--- config.mk ---
export PLATFORM = sky130hd
export DESIGN_NAME = lu_block_sched_flat
export DESIGN_NICKNAME = d
export VERILOG_FILES = /design/src/rtl/lu_block_sched_if.sv /design/src/rtl/lu_block_sched.sv /design/src/flat_wrapper.sv
export SDC_FILE = /design/constraint.sdc
export NUM_CORES = 1
export LEC_CHECK = 0
export ABC_AREA = 0
export ABC_CLOCK_PERIOD_IN_PS = 3150
export CELL_PAD_IN_SITES_DETAIL_PLACEMENT = 1
export CELL_PAD_IN_SITES_GLOBAL_PLACEMENT = 1
export CORE_UTILIZATION = 46
export CTS_BUF_LIST = sky130_fd_sc_hd__clkbuf_8
export CTS_CLUSTER_DIAMETER = 80
export DETAILED_ROUTE_END_ITERATION = 8
export DONT_BUFFER_PORTS = 1
export GPL_TIMING_DRIVEN = 0
export PLACE_DENSITY_LB_ADDON = 0.1
export SYNTH_ARGS = -nofsm -noshare
export SYNTH_HDL_FRONTEND = slang
export SYNTH_SLANG_ARGS = --single-unit
--- constraint.sdc ---
create_clock -name clk -period 3.15 [get_ports clk]
set_input_delay 0.63 -clock clk [delete_from_list [all_inputs] [get_ports clk]]
set_output_delay 0.63 -clock clk [all_outputs]
set_load 0.02 [all_outputs]
--- src/rtl/lu_block_sched_if.sv ---
// Host/dispatcher bundle for the blocked-LU block scheduler.
// master = scheduler side, slave = host control plus compute-lane dispatcher.
interface lu_block_sched_if #(
  parameter int BDIM_BITS = 8
);
  logic                 i_start;
  logic [BDIM_BITS-1:0] i_bdim_m1;
  logic                 o_busy;
  logic                 o_done;
  logic                 o_cmd_valid;
  logic                 i_cmd_ready;
  logic [1:0]           o_cmd_mode;
  logic [BDIM_BITS-1:0] o_cmd_k;
  logic [BDIM_BITS-1:0] o_cmd_row;
  logic [BDIM_BITS-1:0] o_cmd_col;
  logic [2:0]           o_cmd_buf;
  logic                 i_cmd_done;
  logic                 o_err;
  logic [31:0]          o_stall_cycles;

  modport master (
    input  i_start, i_bdim_m1, i_cmd_ready, i_cmd_done,
    output o_busy, o_done, o_cmd_valid, o_cmd_mode, o_cmd_k, o_cmd_row,
           o_cmd_col, o_cmd_buf, o_err, o_stall_cycles
  );

  modport slave (
    output i_start, i_bdim_m1, i_cmd_ready, i_cmd_done,
    input  o_busy, o_done, o_cmd_valid, o_cmd_mode, o_cmd_k, o_cmd_row,
           o_cmd_col, o_cmd_buf, o_err, o_stall_cycles
  );
endinterface

--- src/rtl/lu_block_sched.sv ---
// Blocked-LU task scheduler: walks diag/panel/interior block operations per step k
// with outstanding-command barriers. Optional LU_SCHED_PERF_EN adds a stall-cycle counter.
module lu_block_sched #(
  parameter int BDIM_BITS       = 8,
  parameter int MAX_OUTSTANDING = 16,
  parameter int OUT_BITS        = 5
) (
  input logic              clk,
  input logic              reset,
  lu_block_sched_if.master bus
);
  typedef enum logic [2:0] {
    IDLE  = 3'd0,
    DIAG  = 3'd1,
    WAIT1 = 3'd2,
    PANEL = 3'd3,
    WAIT2 = 3'd4,
    INNER = 3'd5,
    WAIT3 = 3'd6,
    FIN   = 3'd7
  } state_t;

  localparam logic [BDIM_BITS-1:0] B_ZERO  = {BDIM_BITS{1'b0}};
  localparam logic [BDIM_BITS-1:0] B_ONE   = {{(BDIM_BITS-1){1'b0}}, 1'b1};
  localparam logic [OUT_BITS-1:0]  C_ZERO  = {OUT_BITS{1'b0}};
  localparam logic [OUT_BITS-1:0]  C_ONE   = {{(OUT_BITS-1){1'b0}}, 1'b1};
  localparam logic [OUT_BITS-1:0]  MAX_OUT = OUT_BITS'(MAX_OUTSTANDING);
  localparam logic [1:0] MODE_DIAG  = 2'd0;
  localparam logic [1:0] MODE_ROW   = 2'd1;
  localparam logic [1:0] MODE_COL   = 2'd2;
  localparam logic [1:0] MODE_INNER = 2'd3;
  localparam logic [2:0] BUF_DIAG   = 3'b100;
  localparam logic [2:0] BUF_ROW    = 3'b110;
  localparam logic [2:0] BUF_COL    = 3'b101;
  localparam logic [2:0] BUF_INNER  = 3'b111;

  state_t               state_r, state_s;
  logic [BDIM_BITS-1:0] nm1_r, nm1_s, k_r, k_s, row_r, row_s, col_r, col_s;
  logic [1:0]           mode_r, mode_s;
  logic [2:0]           buf_r, buf_s;
  logic                 valid_r, valid_s, busy_r, busy_s, done_r, done_s;
  logic [OUT_BITS-1:0]  cnt_r, cnt_s;
  logic                 err_r, err_s;
  logic                 fire_s, credit_s;

  assign fire_s   = valid_r && bus.i_cmd_ready;
  assign credit_s = (cnt_s < MAX_OUT);

  // Outstanding-command accounting and sticky underflow error
  always_comb begin
    cnt_s = cnt_r;
    err_s = err_r;
    if (fire_s && !bus.i_cmd_done) begin
      cnt_s = cnt_r + C_ONE;
    end else if (!fire_s && bus.i_cmd_done) begin
      if (cnt_r == C_ZERO) begin
        err_s = 1'b1;
      end else begin
        cnt_s = cnt_r - C_ONE;
      end
    end else begin
      cnt_s = cnt_r;
    end
  end

  // Schedule walk: next state, next command fields and status flags
  always_comb begin
    state_s = state_r;
    nm1_s   = nm1_r;
    k_s     = k_r;
    row_s   = row_r;
    col_s   = col_r;
    mode_s  = mode_r;
    buf_s   = buf_r;
    valid_s = valid_r;
    busy_s  = busy_r;
    done_s  = 1'b0;
    case (state_r)
      IDLE: begin
        if (bus.i_start) begin
          nm1_s   = bus.i_bdim_m1;
          k_s     = B_ZERO;
          row_s   = B_ZERO;
          col_s   = B_ZERO;
          mode_s  = MODE_DIAG;
          buf_s   = BUF_DIAG;
          valid_s = credit_s;
          busy_s  = 1'b1;
          state_s = DIAG;
        end else begin
          state_s = IDLE;
        end
      end
      DIAG: begin
        if (fire_s) begin
          valid_s = 1'b0;
          state_s = WAIT1;
        end else begin
          valid_s = valid_r || credit_s;
        end
      end
      WAIT1: begin
        if (cnt_r != C_ZERO) begin
          state_s = WAIT1;
        end else if (k_r == nm1_r) begin
          done_s  = 1'b1;
          busy_s  = 1'b0;
          state_s = FIN;
        end else begin
          row_s   = k_r;
          col_s   = k_r + B_ONE;
          mode_s  = MODE_ROW;
          buf_s   = BUF_ROW;
          valid_s = credit_s;
          state_s = PANEL;
        end
      end
      PANEL: begin
        // Row pass flows straight into the column pass without a barrier
        if (!fire_s) begin
          valid_s = valid_r || credit_s;
        end else if (mode_r == MODE_ROW) begin
          if (col_r == nm1_r) begin
            row_s  = k_r + B_ONE;
            col_s  = k_r;
            mode_s = MODE_COL;
            buf_s  = BUF_COL;
          end else begin
            col_s = col_r + B_ONE;
          end
          valid_s = credit_s;
        end else if (row_r == nm1_r) begin
          valid_s = 1'b0;
          state_s = WAIT2;
        end else begin
          row_s   = row_r + B_ONE;
          valid_s = credit_s;
        end
      end
      WAIT2: begin
        if (cnt_r == C_ZERO) begin
          row_s   = k_r + B_ONE;
          col_s   = k_r + B_ONE;
          mode_s  = MODE_INNER;
          buf_s   = BUF_INNER;
          valid_s = credit_s;
          state_s = INNER;
        end else begin
          state_s = WAIT2;
        end
      end
      INNER: begin
        if (!fire_s) begin
          valid_s = valid_r || credit_s;
        end else if (col_r != nm1_r) begin
          col_s   = col_r + B_ONE;
          valid_s = credit_s;
        end else if (row_r != nm1_r) begin
          row_s   = row_r + B_ONE;
          col_s   = k_r + B_ONE;
          valid_s = credit_s;
        end else begin
          valid_s = 1'b0;
          state_s = WAIT3;
        end
      end
      WAIT3: begin
        if (cnt_r == C_ZERO) begin
          k_s     = k_r + B_ONE;
          row_s   = k_r + B_ONE;
          col_s   = k_r + B_ONE;
          mode_s  = MODE_DIAG;
          buf_s   = BUF_DIAG;
          valid_s = credit_s;
          state_s = DIAG;
        end else begin
          state_s = WAIT3;
        end
      end
      FIN: begin
        state_s = IDLE;
      end
      default: begin
        valid_s = 1'b0;
        busy_s  = 1'b0;
        state_s = IDLE;
      end
    endcase
  end

  // State, command and status registers
  always_ff @(posedge clk or posedge reset) begin
    if (reset) begin
      state_r <= IDLE;
      nm1_r   <= B_ZERO;
      k_r     <= B_ZERO;
      row_r   <= B_ZERO;
      col_r   <= B_ZERO;
      mode_r  <= 2'd0;
      buf_r   <= 3'd0;
      valid_r <= 1'b0;
      busy_r  <= 1'b0;
      done_r  <= 1'b0;
      cnt_r   <= C_ZERO;
      err_r   <= 1'b0;
    end else begin
      state_r <= state_s;
      nm1_r   <= nm1_s;
      k_r     <= k_s;
      row_r   <= row_s;
      col_r   <= col_s;
      mode_r  <= mode_s;
      buf_r   <= buf_s;
      valid_r <= valid_s;
      busy_r  <= busy_s;
      done_r  <= done_s;
      cnt_r   <= cnt_s;
      err_r   <= err_s;
    end
  end

  assign bus.o_busy      = busy_r;
  assign bus.o_done      = done_r;
  assign bus.o_cmd_valid = valid_r;
  assign bus.o_cmd_mode  = mode_r;
  assign bus.o_cmd_k     = k_r;
  assign bus.o_cmd_row   = row_r;
  assign bus.o_cmd_col   = col_r;
  assign bus.o_cmd_buf   = buf_r;
  assign bus.o_err       = err_r;

`ifdef LU_SCHED_PERF_EN
  logic [31:0] stall_r;
  logic        stall_hit_s;

  assign stall_hit_s = (((state_r == WAIT1) || (state_r == WAIT2) || (state_r == WAIT3))
                        && (cnt_r != C_ZERO)) || (valid_r && !bus.i_cmd_ready);

  // Saturating barrier/backpressure stall counter, cleared on accepted start
  always_ff @(posedge clk or posedge reset) begin
    if (reset) begin
      stall_r <= 32'd0;
    end else if ((state_r == IDLE) && bus.i_start) begin
      stall_r <= 32'd0;
    end else if (stall_hit_s && (stall_r != 32'hFFFF_FFFF)) begin
      stall_r <= stall_r + 32'd1;
    end else begin
      stall_r <= stall_r;
    end
  end

  assign bus.o_stall_cycles = stall_r;
`else
  assign bus.o_stall_cycles = 32'd0;
`endif
endmodule

--- src/flat_wrapper.sv ---
// flat-port wrapper written by rule: the top's interface ports become plain ports
module lu_block_sched_flat 
#(
  parameter int BDIM_BITS       = 8,
  parameter int MAX_OUTSTANDING = 16,
  parameter int OUT_BITS        = 5
)
  (clk, reset, bus_i_start, bus_i_bdim_m1, bus_i_cmd_ready, bus_i_cmd_done, bus_o_busy, bus_o_done, bus_o_cmd_valid, bus_o_cmd_mode, bus_o_cmd_k, bus_o_cmd_row, bus_o_cmd_col, bus_o_cmd_buf, bus_o_err, bus_o_stall_cycles);
  lu_block_sched_if #(.BDIM_BITS(BDIM_BITS)) bus_i ();
  input logic clk;
  input logic reset;
  input wire logic [$bits(bus_i.i_start)-1:0] bus_i_start;
  input wire logic [$bits(bus_i.i_bdim_m1)-1:0] bus_i_bdim_m1;
  input wire logic [$bits(bus_i.i_cmd_ready)-1:0] bus_i_cmd_ready;
  input wire logic [$bits(bus_i.i_cmd_done)-1:0] bus_i_cmd_done;
  output wire logic [$bits(bus_i.o_busy)-1:0] bus_o_busy;
  output wire logic [$bits(bus_i.o_done)-1:0] bus_o_done;
  output wire logic [$bits(bus_i.o_cmd_valid)-1:0] bus_o_cmd_valid;
  output wire logic [$bits(bus_i.o_cmd_mode)-1:0] bus_o_cmd_mode;
  output wire logic [$bits(bus_i.o_cmd_k)-1:0] bus_o_cmd_k;
  output wire logic [$bits(bus_i.o_cmd_row)-1:0] bus_o_cmd_row;
  output wire logic [$bits(bus_i.o_cmd_col)-1:0] bus_o_cmd_col;
  output wire logic [$bits(bus_i.o_cmd_buf)-1:0] bus_o_cmd_buf;
  output wire logic [$bits(bus_i.o_err)-1:0] bus_o_err;
  output wire logic [$bits(bus_i.o_stall_cycles)-1:0] bus_o_stall_cycles;
  assign bus_i.i_start = bus_i_start;
  assign bus_i.i_bdim_m1 = bus_i_bdim_m1;
  assign bus_i.i_cmd_ready = bus_i_cmd_ready;
  assign bus_i.i_cmd_done = bus_i_cmd_done;
  assign bus_o_busy = bus_i.o_busy;
  assign bus_o_done = bus_i.o_done;
  assign bus_o_cmd_valid = bus_i.o_cmd_valid;
  assign bus_o_cmd_mode = bus_i.o_cmd_mode;
  assign bus_o_cmd_k = bus_i.o_cmd_k;
  assign bus_o_cmd_row = bus_i.o_cmd_row;
  assign bus_o_cmd_col = bus_i.o_cmd_col;
  assign bus_o_cmd_buf = bus_i.o_cmd_buf;
  assign bus_o_err = bus_i.o_err;
  assign bus_o_stall_cycles = bus_i.o_stall_cycles;
  lu_block_sched #(.BDIM_BITS(BDIM_BITS), .MAX_OUTSTANDING(MAX_OUTSTANDING), .OUT_BITS(OUT_BITS)) u_core (.clk(clk), .reset(reset), .bus(bus_i));
endmodule
==> impl_metrics.yaml, run 1 <==
synth:
  synth_cell_types: 67
  synth-simple-area-share: 0.237
  yosysTopAreaCellShare: 0.311
  synth_area_per_cell_um2: 8.09
  syn_inst: 468
  yosysWarningCount: 0
  synth_compound_gate_area_share: 0.225
  yosysSeqAreaShare: 0.311
  synth_edf_count: 0
  netlist_area_um2: 3790
  yosys.area_share.adder: 0.0231
  yosysTopAreaCell: "dfrtp_1"
  synth_top_family_by_area: "simple AND/OR/NAND/NOR gates"
  synthTopCellsByArea: "dfrtp_1, buf_4, nand2_1, xnor2_1, o21ai_0"
  async_flop_share: 1.00
  muxShareOfSynthArea: 0.0119
  ys_seq_elements: 47
  yosys_most_used_dff: "dfrtp_1"
  synthXorXnorAreaFrac: 0.0740
clock_tree:
  cts_made_buffers: 5
  cts_tree: "done"
  cts_setup_buffers: 0
  clock_sinks: 47
  insertion_delay_ns: 0.32
  cts_resized: 0
  cts_root_buffer: "clkbuf_8"
  clk_pin_slew_worst_paths_ns: 0.10
  ctsHoldBuffers: 0
  htreeDepth: 2
  clockBufferDepth: 2
floorplanning:
  io_pins: 78
  die_x_um: 92.7
  core-area_um2: 7850
  row_count: 32
  dieArea_um2: 8600
  dieHeight_um: 92.7
  start_util: 0.483
power_and_ir_drop:
  leakagePower_uw: 0.00181
  power_density_nw_per_um2: 977
  ir_worst_vdd_v: 0.000405
route:
  vias_per_cell: 5.99
  postRouteAntennaNets: 0
  wirelength_mm: 12.2
  wl_per_cell_um: 20.0
  drt_first_pass_iters: 5
  drt_iter0_markers: 360
  via_count: 3656
  drc: 0
worst_setup_path:
  rrSetupSlack_ns: 0.53
  crit_fanout: 8
  required_ns: 3.35
  cp.arrival_ns: 2.82
  crit_buf_inv: 1
  crit_family: "flip-flops"
  crit_end: "u_core.bus.o_cmd_col[6]"
  end_kind: "flip-flop"
  critPathLaunch: "u_core.bus.o_cmd_k[1]"
  slowest_delay_ns: 0.67
  cp.depth: 8
  r2r.worst_path.cells: 8
  critPathSlowestCell: "dfrtp_1"
  path_common_cell: "nand3_1"
  startpoint_type: "flip-flop"
  path_class: "reg2reg"
  reg2reg_from: "u_core.bus.o_cmd_k[1]"
  r2r-end: "u_core.bus.o_cmd_col[6]"
  path_cells: "ha_1 > and3_1 > clkbuf_1 > nand3_1 > xnor2_1 > o2111ai_1 > nand3_1 > mux2_1"
sta:
  slew_headroom: 0.493
  grt_setup_unrepaired: "false"
  max_freq_ghz: 0.381
  tightest_slew_ns: 0.759
  post-route-period-util: 0.832
  setup_tns_ns: 0
  hold_violations: 0
  final_max_slew_viol_count: 0
  setup_viol: 0
  fin_skew_ns: 0.0164
  finalWorstPathRequiredPeriod_ns: 2.62
grt:
  track_usage: 0.288
  grt.overflow.total: 0
  grt_pass1_vias: 3564
  grt.met2_usage: 0.491
  grt_start_max_net_pins: 26
  grt.busiest_layer: "met2"
  grt.met1_usage: 0.387
  use_met3: 0.0394
  grt_pass1_wl_mm: 19.3
  antenna_found_initial: 0
final_layout:
  drive_gt1_frac: 0.148
  nNetsFinal: 527
  area_delta_synth_final_pct: 10.6
  post-route-cell-area_um2: 4190
  diodes: 0
  fin_cells: 610
placed_design:
  dp_cells: 602
  place.gp.congestion: 0.906
  dpl_cell_area_um2: 4050
  place_hpwl_mm: 9.08
  port_buffers: 0
min_path:
  hold_class: "in2async"
run:
  drv_cap: 0
outcome:
  status: "finished, final reports clean"
==> flip-flops by register name, indices dropped and copies added (netlist names) <==
name                    count
u_core.bus.o_cmd_buf        3
u_core.state_r              3
u_core.bus.o_done           1
u_core.nm1_r                8
u_core.bus.o_cmd_col        8
u_core.bus.o_cmd_row        8
u_core.bus.o_cmd_k          8
u_core.cnt_r                5
u_core.bus.o_err            1
u_core.bus.o_busy           1
u_core.bus.o_cmd_valid      1
==> synth_stat cells (all sizes together), types with 2 or more instances <==
cell / number
mux2: 4
a21oi: 24
a31oi: 5
and3: 11
clkbuf: 12
inv: 17
or3: 4
o311ai: 2
nand3: 21
nor4: 2
ha: 7
nand4: 7
nand2: 63
nand2b: 5
nor3: 12
or2: 3
xor2: 9
a22o: 3
a311oi: 2
o41ai: 2
xnor2: 23
o2bb2ai: 2
and4: 3
o22ai: 5
o31ai: 6
nor2: 26
o21ai: 51
buf: 47
a21o: 2
nor3b: 4
o211ai: 5
dfrtp: 47
nor2b: 4
a221oi: 2
a211oi: 4
nand3b: 2
==> power by group <==
group	internal, uW	switching (uW)
clock	317	235
sequential	780	450
combinational	843	1470
==> layout make-up <==
class	instances	area, um2
sequential	47	1180
clock buffer	5	68.8
multi-input combinational	376	2280
tap	102	128
fill	1014	3660
clock inverter	3	67.6
buffer	59	384
inverter	17	63.8
timing repair buffer	1	20.0
==> cells by family after synthesis <==
kind of cell / after synthesis
simple gates: 171
xor+xnor: 32
buf+inv: 76
mux: 4
compound gates: 130
other cells: 1
flops: 47
fa+ha+maj: 7
==> layout by cell type (no fill, tap or decap), types with 3 or more instances in the layout <==
| cell | instances |
|---|---|
| or2_2 | 3 |
| and4_1 | 3 |
| nor2_1 | 25 |
| a211oi_1 | 3 |
| a31oi_1 | 5 |
| o22ai_1 | 5 |
| ha_1 | 7 |
| buf_6 | 3 |
| o21ai_1 | 25 |
| buf_4 | 34 |
| xnor2_1 | 23 |
| o211ai_1 | 5 |
| conb_1 | 32 |
| buf_2 | 10 |
| a21oi_1 | 24 |
| clkbuf_8 | 5 |
| nor2b_1 | 4 |
| nor3_1 | 12 |
| o31ai_1 | 4 |
| o21ai_0 | 26 |
| clkbuf_1 | 12 |
| dfrtp_1 | 47 |
| nand4_1 | 7 |
| mux2_2 | 3 |
| nor3b_1 | 3 |
| and3_1 | 11 |
| or3_1 | 4 |
| inv_1 | 16 |
| nand2b_1 | 5 |
| xor2_1 | 9 |
| nand2_1 | 63 |
| nand3_1 | 20 |
| a22o_1 | 3 |
==> per-stage QoR <==
stage               hold slack [ns]  total power, uW  utilization  setup WS, ns
detailed placement            0.589             3480        0.516         0.614
global placement              0.572             3390        0.514         0.630
finish                        0.237             4090        0.534         0.528
global route                  0.271             4330        0.534         0.414
floorplan                     0.519             2840            -         0.958
CTS                           0.260             4050        0.534         0.596
==> how the worst min path moves through the flow <==
stage,from,to,slack (ns),cells past startpoint
2_1_floorplan,u_core.cnt_r[0],u_core.cnt_r[0],0.52,1
3_3_place_gp,u_core.cnt_r[2],u_core.cnt_r[2],0.57,2
3_5_place_dp,u_core.cnt_r[0],u_core.cnt_r[0],0.59,1
4_1_cts,reset,u_core.bus.o_cmd_valid,0.26,1
5_1_grt,reset,u_core.bus.o_cmd_valid,0.27,1
6_report,reset,u_core.bus.o_cmd_valid,0.24,1
==> routing by layer <==
metal / routed length (um) / part of all wire
met5: 0 / 0
met4: 210 / 0.017
met3: 869 / 0.071
met2: 5850 / 0.48
met1: 5250 / 0.43
(Power assumes the default switching activity.)
==> run 2: changes to the inputs <==
--- a/config.mk
+++ b/config.mk
@@ -6,10 +6,10 @@
 export NUM_CORES = 1
 export LEC_CHECK = 0
 export ABC_AREA = 0
-export ABC_CLOCK_PERIOD_IN_PS = 3150
+export ABC_CLOCK_PERIOD_IN_PS = 2390
 export CELL_PAD_IN_SITES_DETAIL_PLACEMENT = 1
 export CELL_PAD_IN_SITES_GLOBAL_PLACEMENT = 1
-export CORE_UTILIZATION = 46
+export CORE_UTILIZATION = 44
 export CTS_BUF_LIST = sky130_fd_sc_hd__clkbuf_8
 export CTS_CLUSTER_DIAMETER = 80
 export DETAILED_ROUTE_END_ITERATION = 8
==> constraint.sdc (replaced) <==
create_clock -name clk -period 2.39 [get_ports clk]
set_input_delay 0.478 -clock clk [delete_from_list [all_inputs] [get_ports clk]]
set_output_delay 0.478 -clock clk [all_outputs]
set_load 0.02 [all_outputs]
==> run 2 against run 1 <==
  * Non-clock buffer count is 3 higher
  * Routed wire length is 2.2% lower
  * Register-to-register slack worse by 0.48 ns
  * Via count shrank 0.77%
  * Sequential power up 31%
  * Setup slack worse by 0.48 ns
  * Critical path type unchanged
  * Flip-flop and latch count unchanged
  * First-iteration DRC count shrank 42%
  * Clock skew fell by 0.0043 ns
==> impl_metrics.yaml, run 2 (synthesized netlist as in run 1, its figures left out) <==
outcome:
  status: "finished, final reports clean"
sta:
  tightest_slew_ns: 0.778
  fin_skew_ns: 0.0121
  finalWorstPathRequiredPeriod_ns: 2.34
  post-route-period-util: 0.978
  setup_viol: 0
  holdWs_ns: 0.0938
  hold_violations: 0
  max_freq_ghz: 0.428
  slew_headroom: 0.480
  final_max_slew_viol_count: 0
route:
  drc: 0
  postRouteAntennaNets: 0
  via_count: 3628
  drt_iter0_markers: 209
  vias_per_cell: 5.89
  wirelength_mm: 11.9
  drt_first_pass_iters: 5
  wl_per_cell_um: 19.3
clock_tree:
  clockBufferDepth: 2
  cts_tree: "done"
  cts_made_buffers: 5
  clock_sinks: 47
  cts_root_buffer: "clkbuf_8"
  clk_pin_slew_worst_paths_ns: 0.10
  htreeDepth: 2
  insertion_delay_ns: 0.31
  ctsHoldBuffers: 0
floorplanning:
  io_pins: 78
  dieArea_um2: 8980
  die_x_um: 94.8
  row_count: 33
  dieHeight_um: 94.8
  core-area_um2: 8260
  start_util: 0.459
final_layout:
  area_delta_synth_final_pct: 12.3
  nNetsFinal: 530
  diodes: 0
  nFillCells: 1037
  post-route-util: 0.515
  final_common_cell: "nand2_1"
  layout_common_cells: "nand2_1, dfrtp_1, buf_4"
  drive_gt1_frac: 0.192
grt:
  grt_start_max_net_pins: 26
  grt_pass1_vias: 3631
  grt_pass1_wl_mm: 19.0
  grt.overflow.total: 0
  antenna_found_initial: 0
  track_usage: 0.275
worst_setup_path:
  crit_fanout: 5
  critPathSlowestCell: "or4b_4"
  startpoint_type: "flip-flop"
  path_class: "reg2reg"
  required_ns: 2.58
  end_kind: "flip-flop"
  cp.arrival_ns: 2.53
  slowest_delay_ns: 0.52
  path_cells: "inv_2 > ha_4 > or4b_4 > nor2_4 > a211oi_2 > a311oi_4 > buf_6 > mux2_1"
power_and_ir_drop:
  ir_worst_vdd_v: 0.000616
  leakagePower_uw: 0.00184
  finalPower_uw: 5370
  power_density_nw_per_um2: 1260
placed_design:
  place.gp.congestion: 0.880
  port_buffers: 0
  place_hpwl_mm: 9.04
run:
  drv_cap: 0
min_path:
  hold_class: "in2async"
## run 2: per-layer routing
layer	share of wire	GRT usage	vias to the layer above
met5	0	0	-
met1	0.44	0.361	1798
met4	0.0096	0.0518	0
met3	0.053	0.0403	12
met2	0.49	0.479	120
li1	-	-	1698
## run 2: final cells by class
| cell class | count | area [um2] | share of cell area |
|---|---|---|---|
| Inverter | 17 | 63.8 | 0.0150 |
| Clock inverter | 3 | 43.8 | 0.0103 |
| Multi-Input combinational cell | 376 | 2320 | 0.545 |
| Buffer | 57 | 382 | 0.0897 |
| Tap cell | 105 | 131 | 0.0309 |
| Clock buffer | 5 | 68.8 | 0.0162 |
| Sequential cell | 47 | 1180 | 0.278 |
| Timing Repair Buffer | 6 | 62.6 | 0.0147 |
## run 2: what timing repair did
item / in CTS / in global routing
gates cloned: 1 / 0
setup endpoints to repair: 7 / 13
buffers inserted: 3 / 1
pin swaps: 1 / 2
gates resized for setup: 5 / 18
## run 2: path summary, 6_finish.rpt
path                            slack, ns  cells after the start              from                      end
min in group clk                     0.27                      2  bus_i_bdim_m1[4]          u_core.nm1_r[4]
worst max-delay path                 0.05                      8   u_core.cnt_r[0]  u_core.bus.o_cmd_col[6]
worst min register to register       0.61                      2   u_core.cnt_r[1]          u_core.cnt_r[1]
max in group asynchronous            1.74                      2             reset  u_core.bus.o_cmd_col[2]
worst max register to register       0.05                      8   u_core.cnt_r[0]  u_core.bus.o_cmd_col[6]
worst min-delay path                 0.09                      1             reset  u_core.bus.o_cmd_row[7]
## run 2: worst max-delay path: cells and delay by family, from the launching register on
| family | cells | cell delay (ns) |
|---|---|---|
| AO/OA/AOI/OAI | 2 | 0.37 |
| adder cells (fa/ha/maj) | 1 | 0.15 |
| buffers and inverters | 2 | 0.27 |
| flip-flops | 1 | 0.42 |
| multiplexers | 1 | 0.32 |
| AND/OR/NAND/NOR | 2 | 0.69 |
## run 2: through the flow
step           setup WS (ns)   TNS (ns)  cells  area [um2]
2_1_floorplan          0.198          0    499        3900
3_3_place_gp          -0.129     -0.169    604        4040
3_5_place_dp          -0.199     -0.334    605        4060
4_1_cts             -0.00537   -0.00537    617        4220
5_1_grt            -0.000631  -0.000631    616        4250
6_report              0.0517          0    616        4250
## run 2: report_power, final
| part | switching (uW) | total (uW) | internal [uW] |
|---|---|---|---|
| combinational | 1940 | 3150 | 1200 |
| sequential | 577 | 1610 | 1030 |
| clock | 300 | 612 | 312 |
